===== config.mk =====
export PLATFORM = sky130hd
export DESIGN_NAME = mem_line_arbiter_flat
export DESIGN_NICKNAME = d
export VERILOG_FILES = /design/src/rtl/mem_line_arbiter_if.sv /design/src/rtl/mem_line_arbiter.sv /design/src/flat_wrapper.sv
export SDC_FILE = /design/constraint.sdc
export NUM_CORES = 1
export LEC_CHECK = 0
export BUFFER_PORTS_ARGS = -buffer_cell sky130_fd_sc_hd__buf_2
export CAP_MARGIN = 20
export CELL_PAD_IN_SITES_DETAIL_PLACEMENT = 2
export CELL_PAD_IN_SITES_GLOBAL_PLACEMENT = 2
export CORE_AREA = 2 2 276 278
export CTS_BUF_LIST = sky130_fd_sc_hd__clkbuf_4
export CTS_CLUSTER_DIAMETER = 100
export DETAILED_ROUTE_END_ITERATION = 8
export DIE_AREA = 0 0 278 280
export HOLD_SLACK_MARGIN = 0.12
export PLACE_DENSITY = 0.61
export SYNTH_ARGS = -nofsm -noshare
export SYNTH_HDL_FRONTEND = slang
export SYNTH_SLANG_ARGS = --single-unit

===== constraint.sdc =====
create_clock -name clk -period 3.3 [get_ports clk]
set_input_delay 0.33 -clock clk [delete_from_list [all_inputs] [get_ports clk]]
set_output_delay 0.33 -clock clk [all_outputs]
set_load 0.01 [all_outputs]

===== src/rtl/mem_line_arbiter_if.sv =====
// Bundle of I-side, D-side and RAM-port signals for mem_line_arbiter.
// Latency: n/a (wires only). Backpressure: req_valid/req_ready per side; responses are unthrottled pulses.
// Modports: slave = arbiter view (takes requests, drives RAM port); master = requesters plus RAM.
interface mem_line_arbiter_if #(
  parameter int ADDR_WIDTH = 17,
  parameter int LINE_WIDTH = 128
);
  // I side (read-only)
  logic                  i_req_valid;
  logic                  i_req_ready;
  logic [ADDR_WIDTH-1:0] i_req_addr;
  logic                  i_resp_valid;
  logic [LINE_WIDTH-1:0] i_resp_data;
  // D side (read or write)
  logic                  d_req_valid;
  logic                  d_req_ready;
  logic                  d_req_we;
  logic [ADDR_WIDTH-1:0] d_req_addr;
  logic [LINE_WIDTH-1:0] d_req_wdata;
  logic                  d_resp_valid;
  logic [LINE_WIDTH-1:0] d_resp_data;
  // RAM read/write port
  logic [ADDR_WIDTH-1:0] mem_addr;
  logic [LINE_WIDTH-1:0] mem_din;
  logic                  mem_we;
  logic [LINE_WIDTH-1:0] mem_dout;

  modport slave (
    input  i_req_valid, i_req_addr,
    output i_req_ready, i_resp_valid, i_resp_data,
    input  d_req_valid, d_req_we, d_req_addr, d_req_wdata,
    output d_req_ready, d_resp_valid, d_resp_data,
    output mem_addr, mem_din, mem_we,
    input  mem_dout
  );

  modport master (
    output i_req_valid, i_req_addr,
    input  i_req_ready, i_resp_valid, i_resp_data,
    output d_req_valid, d_req_we, d_req_addr, d_req_wdata,
    input  d_req_ready, d_resp_valid, d_resp_data,
    input  mem_addr, mem_din, mem_we,
    output mem_dout
  );
endinterface


===== src/rtl/mem_line_arbiter.sv =====
// Round-robin arbiter sequencing I/D line requests onto one shared RAM port.
// Latency: accept-to-response MEM_LATENCY+1 cycles; one request per MEM_LATENCY+2 cycles.
// Backpressure: readies only high in IDLE for the arbitration winner; responses are one-cycle pulses.
// Ports: clk, rst_n (async, active-low), bus (mem_line_arbiter_if.slave: I/D handshakes, RAM port).
// Optional: define MEM_LINE_ARBITER_PERF_EN to add perf_i_grants/perf_d_grants/perf_conflicts.
module mem_line_arbiter #(
  parameter int ADDR_WIDTH  = 17,
  parameter int LINE_WIDTH  = 128,
  parameter int MEM_LATENCY = 2
) (
  input  logic clk,
  input  logic rst_n,
`ifdef MEM_LINE_ARBITER_PERF_EN
  output logic [31:0] perf_i_grants,
  output logic [31:0] perf_d_grants,
  output logic [31:0] perf_conflicts,
`endif
  mem_line_arbiter_if.slave bus
);

  localparam int CW = (MEM_LATENCY > 1) ? $clog2(MEM_LATENCY) : 1;
  localparam logic [CW-1:0] CNT_LOAD = CW'(MEM_LATENCY - 1);
  localparam bit SINGLE_CYCLE = (MEM_LATENCY == 1);

  typedef enum logic [1:0] {IDLE, ACCESS, RESPOND} state_t;

  state_t                state;
  logic [CW-1:0]         cnt;
  logic                  last_i;     // 1: last grant went to I, 0: to D
  logic                  own_i;      // owner of the in-flight request
  logic                  we_q;
  logic [ADDR_WIDTH-1:0] addr_q;
  logic [LINE_WIDTH-1:0] wdata_q;
  logic [LINE_WIDTH-1:0] i_rdata_q;
  logic [LINE_WIDTH-1:0] d_rdata_q;
  logic                  mem_we_q;
  logic                  i_resp_q;
  logic                  d_resp_q;

  logic win_i;
  logic win_d;

  // On a conflict the side not granted last wins.
  assign win_i = bus.i_req_valid && (!bus.d_req_valid || !last_i);
  assign win_d = bus.d_req_valid && (!bus.i_req_valid ||  last_i);

  assign bus.i_req_ready  = (state == IDLE) && win_i;
  assign bus.d_req_ready  = (state == IDLE) && win_d;
  assign bus.mem_addr     = addr_q;
  assign bus.mem_din      = wdata_q;
  assign bus.mem_we       = mem_we_q;
  assign bus.i_resp_valid = i_resp_q;
  assign bus.d_resp_valid = d_resp_q;
  assign bus.i_resp_data  = i_rdata_q;
  assign bus.d_resp_data  = d_rdata_q;

  always_ff @(posedge clk or negedge rst_n) begin
    if (!rst_n) begin
      state     <= IDLE;
      cnt       <= '0;
      last_i    <= 1'b0;
      own_i     <= 1'b0;
      we_q      <= 1'b0;
      addr_q    <= '0;
      wdata_q   <= '0;
      i_rdata_q <= '0;
      d_rdata_q <= '0;
      mem_we_q  <= 1'b0;
      i_resp_q  <= 1'b0;
      d_resp_q  <= 1'b0;
    end else begin
      case (state)
        IDLE: begin
          if (win_i) begin
            own_i    <= 1'b1;
            we_q     <= 1'b0;
            addr_q   <= {bus.i_req_addr[ADDR_WIDTH-1:4], 4'b0000};
            wdata_q  <= '0;
            last_i   <= 1'b1;
            cnt      <= CNT_LOAD;
            mem_we_q <= 1'b0;
            state    <= ACCESS;
          end else if (win_d) begin
            own_i    <= 1'b0;
            we_q     <= bus.d_req_we;
            addr_q   <= {bus.d_req_addr[ADDR_WIDTH-1:4], 4'b0000};
            wdata_q  <= bus.d_req_wdata;
            last_i   <= 1'b0;
            cnt      <= CNT_LOAD;
            // With a one-cycle window the write strobe is due in the very next cycle.
            mem_we_q <= SINGLE_CYCLE && bus.d_req_we;
            state    <= ACCESS;
          end
        end
        ACCESS: begin
          if (cnt == '0) begin
            mem_we_q <= 1'b0;
            if (own_i) begin
              i_rdata_q <= bus.mem_dout;
              i_resp_q  <= 1'b1;
            end else begin
              d_rdata_q <= we_q ? wdata_q : bus.mem_dout;
              d_resp_q  <= 1'b1;
            end
            state <= RESPOND;
          end else begin
            cnt      <= cnt - 1'b1;
            // Raise the strobe for the final access cycle only.
            mem_we_q <= (cnt == CW'(1)) && we_q;
          end
        end
        RESPOND: begin
          i_resp_q <= 1'b0;
          d_resp_q <= 1'b0;
          state    <= IDLE;
        end
        default: state <= IDLE;
      endcase
    end
  end

`ifdef MEM_LINE_ARBITER_PERF_EN
  always_ff @(posedge clk or negedge rst_n) begin
    if (!rst_n) begin
      perf_i_grants  <= '0;
      perf_d_grants  <= '0;
      perf_conflicts <= '0;
    end else if (state == IDLE) begin
      if (win_i) perf_i_grants <= perf_i_grants + 32'd1;
      if (win_d) perf_d_grants <= perf_d_grants + 32'd1;
      if (bus.i_req_valid && bus.d_req_valid) perf_conflicts <= perf_conflicts + 32'd1;
    end
  end
`endif

endmodule


===== src/flat_wrapper.sv =====
// flat-port wrapper written by rule: the top's interface ports become plain ports
module mem_line_arbiter_flat 
#(
  parameter int ADDR_WIDTH  = 17,
  parameter int LINE_WIDTH  = 128,
  parameter int MEM_LATENCY = 2
)
  (clk, rst_n, bus_i_req_valid, bus_i_req_addr, bus_i_req_ready, bus_i_resp_valid, bus_i_resp_data, bus_d_req_valid, bus_d_req_we, bus_d_req_addr, bus_d_req_wdata, bus_d_req_ready, bus_d_resp_valid, bus_d_resp_data, bus_mem_addr, bus_mem_din, bus_mem_we, bus_mem_dout);
  mem_line_arbiter_if #(.ADDR_WIDTH(ADDR_WIDTH), .LINE_WIDTH(LINE_WIDTH)) bus_i ();
  input  logic clk;
  input  logic rst_n;
  input wire logic [$bits(bus_i.i_req_valid)-1:0] bus_i_req_valid;
  input wire logic [$bits(bus_i.i_req_addr)-1:0] bus_i_req_addr;
  output wire logic [$bits(bus_i.i_req_ready)-1:0] bus_i_req_ready;
  output wire logic [$bits(bus_i.i_resp_valid)-1:0] bus_i_resp_valid;
  output wire logic [$bits(bus_i.i_resp_data)-1:0] bus_i_resp_data;
  input wire logic [$bits(bus_i.d_req_valid)-1:0] bus_d_req_valid;
  input wire logic [$bits(bus_i.d_req_we)-1:0] bus_d_req_we;
  input wire logic [$bits(bus_i.d_req_addr)-1:0] bus_d_req_addr;
  input wire logic [$bits(bus_i.d_req_wdata)-1:0] bus_d_req_wdata;
  output wire logic [$bits(bus_i.d_req_ready)-1:0] bus_d_req_ready;
  output wire logic [$bits(bus_i.d_resp_valid)-1:0] bus_d_resp_valid;
  output wire logic [$bits(bus_i.d_resp_data)-1:0] bus_d_resp_data;
  output wire logic [$bits(bus_i.mem_addr)-1:0] bus_mem_addr;
  output wire logic [$bits(bus_i.mem_din)-1:0] bus_mem_din;
  output wire logic [$bits(bus_i.mem_we)-1:0] bus_mem_we;
  input wire logic [$bits(bus_i.mem_dout)-1:0] bus_mem_dout;
  assign bus_i.i_req_valid = bus_i_req_valid;
  assign bus_i.i_req_addr = bus_i_req_addr;
  assign bus_i_req_ready = bus_i.i_req_ready;
  assign bus_i_resp_valid = bus_i.i_resp_valid;
  assign bus_i_resp_data = bus_i.i_resp_data;
  assign bus_i.d_req_valid = bus_d_req_valid;
  assign bus_i.d_req_we = bus_d_req_we;
  assign bus_i.d_req_addr = bus_d_req_addr;
  assign bus_i.d_req_wdata = bus_d_req_wdata;
  assign bus_d_req_ready = bus_i.d_req_ready;
  assign bus_d_resp_valid = bus_i.d_resp_valid;
  assign bus_d_resp_data = bus_i.d_resp_data;
  assign bus_mem_addr = bus_i.mem_addr;
  assign bus_mem_din = bus_i.mem_din;
  assign bus_mem_we = bus_i.mem_we;
  assign bus_i.mem_dout = bus_mem_dout;
  mem_line_arbiter #(.ADDR_WIDTH(ADDR_WIDTH), .LINE_WIDTH(LINE_WIDTH), .MEM_LATENCY(MEM_LATENCY)) u_core (.clk(clk), .rst_n(rst_n), .bus(bus_i));
endmodule

* Word-level counts from Yosys, hierarchy flattened
Index checks and enable logic that the tools add are counted.
** Storage, ports and cells
- Bits in registers :: 409
- Output and inout bits :: 406
- Word-level logic and storage cells :: 67
** Operators by class
- Equality and inequality tests :: 6
- Bitwise gates (word level) :: 2
- $add $sub $neg :: 1
- Muxes and demuxes :: 26
- Reductions and logical operators :: 21
** Operators by type and width (count)
- two-way mux 128 bit :: 3
- two-way mux 17 bit :: 2
- two-way mux 1 bit :: 13
- AND reduction 3 bit :: 4
- case mux 1 bit (2 select lines) :: 4
- two-way mux 2 bit :: 3
- AND reduction 2 bit :: 3
- nonzero test 2 bit :: 3
- logical AND 1 bit :: 5
- inequality test 2 bit (second input constant) :: 2
- case mux 2 bit (2 select lines) :: 1
- zero test 1 bit :: 3
- inequality test 3 x 1 -> 1 bit (second input constant) :: 1
- == test 2 x 1 -> 1 bit (second input constant) :: 1
- == test 2 bit (second input constant) :: 1
- zero test 2 bit :: 1
- logical OR 1 bit :: 2
- inequality test 2 x 1 -> 1 bit (second input constant) :: 1
- NOT 1 bit :: 2
- subtractor 1 bit (second input constant) :: 1

* Logic depth before layout (Yosys ltp)
- Depth in word-level cells :: 6
- Mapped depth :: 8
- Gate-level depth less buffers :: 5

* Least setup slack after synthesis
Ideal clock, no wire load.
- Path type :: flip-flop to flip-flop
- Start point :: reg u_core.state[0]
- End point :: reg u_core.cnt
- Data arrival time :: 1471 ps
- Slack :: 1750 ps
- Cell stages (with the launch flop) :: 7
- Library setup time :: 79 ps
- Required time :: 3221 ps
- Cells stage by stage :: dfrtp_1 > inv_1 > ha_1 > buf_2 > or3b_1 > o21ai_1 > mux2i_1
** Between the ends
- Longest elaborated chain between the ends :: 3
- Elaborated cells between the ends (all ways) :: 6
- Classes of those cells :: 2 x eq/ne; 1 x mux; 3 x reduce/logical
** Ends and longest elaborated chain
- from (decl) :: line mem_line_arbiter.sv:27 : state_t state;
- from (signal assigned) :: line mem_line_arbiter.sv:59 : state <= IDLE;
- from (signal assigned) :: line mem_line_arbiter.sv:82 : state <= ACCESS;
- from (signal assigned) :: line mem_line_arbiter.sv:92 : state <= ACCESS;
- zero test 2 bit or == test 2 x 1 -> 1 bit (tied branches) :: line mem_line_arbiter.sv:72 : case (state)
- inequality test 3 x 1 -> 1 bit (no line) or nonzero test 2 bit (tied branches)
- AND reduction 2 bit (no line)
- to (signal assigned) :: line mem_line_arbiter.sv:107 : cnt <= cnt - 1'b1;
- to (decl) :: line mem_line_arbiter.sv:28 : logic [CW-1:0] cnt;
Several ways; a longest one is shown, not always the timed one.
A chain may end at the register's enable or synchronous reset.

* Worst setup path after layout
- Start point :: reg u_core.state[0]
- End point :: reg u_core.wdata_q[112], in the netlist u_core.bus.mem_din[112]
** Between the ends
- Longest elaborated chain between the ends :: 2
** Ends and longest elaborated chain
- zero test 2 bit :: line mem_line_arbiter.sv:72
- AND reduction 2 bit (no line)
- to (signal assigned) :: line mem_line_arbiter.sv:87 : wdata_q <= bus.d_req_wdata;
- to (decl) :: line mem_line_arbiter.sv:33 : logic [LINE_WIDTH-1:0] wdata_q;
Every way passes these cells.

==> flow_metrics.env <==
export IMPL_die_h_um=280
export IMPL_htree_levels=3
export IMPL_p_per_area_mw_per_mm2=936
export IMPL_dpl_hpwl_um=46600
export IMPL_insertion_delay_ns=0.93
export IMPL_yosys_warnings=0
export IMPL_num_rows=101
export IMPL_cts_tree="yes"
export IMPL_hp_start="bus_d_req_wdata[43]"
export IMPL_start_util=0.216
export IMPL_holdPathStages=3
export IMPL_crit_type="flip-flop to flip-flop"
export IMPL_regToRegEndpoint="u_core.bus.mem_din[112]"
export IMPL_worst_slew_pin_slew_ns=1.12
export IMPL_critPathArrivalTime_ns=3.80
export IMPL_syn_avg_cell_area_um2=13.2
export IMPL_grt_overflow=0
export IMPL_grt_usage=0.199
export IMPL_port_buffers=688
export IMPL_dr_pass1_iters=4
export IMPL_post_route_min_period_ns=2.95
export IMPL_ys_seq_area_frac=0.623
export IMPL_hold_path_class="input pin to flip-flop"
export IMPL_fillCellCount=7999
export IMPL_r2r_setup_slack_ns=0.35
export IMPL_wl_per_cell_um=22.7
export IMPL_drc=0
export IMPL_cap_violations=0
export IMPL_cts_sinks=405
export IMPL_core_area_mm2=0.0752
export IMPL_total_power_mw=24.9
export IMPL_via_count=15555
export IMPL_die_area_mm2=0.0778
export IMPL_drv_slew=0
export IMPL_netlist_area_leader_share=0.623
export IMPL_area_growth_pct=63.9
export IMPL_tns_ns=0
export IMPL_gp_congestion=0.794
export IMPL_grt_setup_unrepaired="false"
export IMPL_synth_main_ff_cell="dfrtp_1"
export IMPL_drt_iter0_drc=592
export IMPL_worstPathRequired_ns=4.15
export IMPL_clk_pin_slew_worst_paths_ns=0.07
export IMPL_ant_nets=0
export IMPL_status="complete, no violations"
export IMPL_grt_pass1_vias=18583
export IMPL_cp_start_kind="flip-flop"
export IMPL_io_pins=701
export IMPL_yosysMostFrequentCell="dfrtp_1"
export IMPL_layout_nets=2716
export IMPL_grt_first_pass_wirelength_um=119000
export IMPL_async_flop_share=1.00
export IMPL_synth_commonest_cells="dfrtp_1 (405), a21oi_1 (158), nor2_1 (141)"
export IMPL_cp_max_fo=43
export IMPL_synth_seq_cells=405
export IMPL_grt_max_degree=101
export IMPL_clockBufferDepth=3
export IMPL_fmax_mhz=339
export IMPL_synthTopCellsByArea="dfrtp_1 (62%), mux2_2 (8.9%), mux2i_1 (8.1%)"
export IMPL_skew_ns=0.122
export IMPL_hold_violations=0
export IMPL_postSynthCellCount=1234
export IMPL_viasPerCell=4.44
export IMPL_clockRootBuffer="clkbuf_4"
export IMPL_yosysTopAreaCell="dfrtp_1"
export IMPL_drt_total_wl_um=79500
export IMPL_worst_ir_drop_vdd_mv=0.390
export IMPL_cts_buffers=121
export IMPL_p_leak_nw=12.6
export IMPL_slew_headroom=0.253
export IMPL_syn_area_mm2=0.0163
export IMPL_reg2reg_depth=7
export IMPL_post_cts_buffers=0
export IMPL_endpoint_kind="flip-flop"
export IMPL_reg2reg_from="u_core.state[0]"
export IMPL_finalCritPeriodShare=0.893
export IMPL_drive_gt1_frac=0.415
export IMPL_fp_dieW_um=278
export IMPL_timing_final_setup_violations=0
export IMPL_synth_cell_types=31
export IMPL_whs_endpoint="u_core.bus.mem_din[43]"
export IMPL_synth_edf_count=0
export IMPL_antenna_found_initial=9
[routing by layer]
metal	vias up	global-route usage	wire length, µm
met5	-	0	0
met4	0	0.103	4000
met3	210	0.0509	4210
met2	593	0.367	41900
met1	7906	0.209	29300
li1	6846	-	-
[per-stage QoR]
stage          std cells  hold slack, ns   util  cell area [µm²]  setup slack [ns]
5_1_grt             3499           0.104  0.354            26600             0.129
2_1_floorplan       1237          0.0344      -            16300              1.75
6_report            3500           0.232  0.354            26600             0.353
3_5_place_dp        2835           0.393  0.275            20700             0.880
4_1_cts             3484           0.120  0.353            26600             0.259
3_3_place_gp        2835           0.385  0.275            20700             0.912
[sequential cells by signal, summed over array words and instances (netlist names)]
register,count
u_core.bus.d_resp_data,128
u_core.bus.mem_din,128
u_core.bus.d_resp_valid,1
u_core.bus.mem_addr,13
u_core.state,2
u_core.we_q,1
u_core.bus.i_resp_valid,1
u_core.bus.i_resp_data,128
u_core.cnt,1
u_core.bus.mem_we,1
u_core.last_i,1
[worst max-delay path by stage]
stage / startpoint / to / slack (ns) / cells past startpoint
final: u_core.state[0] / u_core.bus.mem_din[112] / 0.35 / 7
after global routing: u_core.state[0] / bus_d_req_ready / 0.13 / 5
after global placement: u_core.state[1] / u_core.bus.i_resp_data[30] / 0.91 / 6
after floorplan: u_core.state[0] / u_core.cnt / 1.75 / 6
after detailed placement: u_core.state[1] / u_core.bus.i_resp_data[30] / 0.88 / 6
after CTS: u_core.state[0] / bus_d_req_ready / 0.26 / 5
[power breakdown]
part	leakage (nW)	internal, mW	switching (mW)
sequential	4.74	7.32	1.73
clock	0.909	2.50	2.55
combinational	6.96	4.86	5.99
total	12.6	14.7	10.3
[timing repair]
action | 4_1_cts | 5_1_grt
hold endpoints to repair | 781 | 3
resized for setup | 0 | 0
hold buffers | 434 | 3
[final cells by class]
cell class / instances / area, µm² / share of cell area
clock buffers: 179 / 1340 / 0.0504
flip-flops and latches: 405 / 10100 / 0.381
well taps: 978 / 1220 / 0.0459
multi-input cells: 729 / 5500 / 0.206
inverters: 6 / 22.5 / 0.000845
diodes: 13 / 32.5 / 0.00122
repair buffers: 1154 / 8200 / 0.308
clock inverters: 36 / 184 / 0.00690
[layout by cell type (no fill, tap or decap), types with 2 or more instances in the layout]
master           n
mux2_2         128
buf_4           18
diode_2         13
ha_1             4
dlygate4sd3_1  436
nand2_1         16
clkbuf_4       179
dfrtp_1        404
nor2_1         141
conb_1           4
o21ai_0          2
inv_6            2
buf_12          11
mux2i_1        131
buf_2          687
inv_1            6
a21oi_1        158
clkinv_1        28
a22o_1         130
[cells by family after synthesis]
kind of cell,synth area share
buf+inv,0.0407
flops,0.623
compound gates,0.123
fa+ha+maj,0.00308
other cells,0.000231
mux,0.169
simple gates,0.0400
[critical path, cell delays in order (launching register included)]
cell and delay (ns):
dfrtp_1 0.40, inv_1 0.12, ha_1 0.38, nand2_1 0.15
a21oi_4 0.37, buf_4 0.59, a22o_1 0.26, dlygate4sd3_1 0.57
No activity file was read; power rests on OpenSTA's default activity.
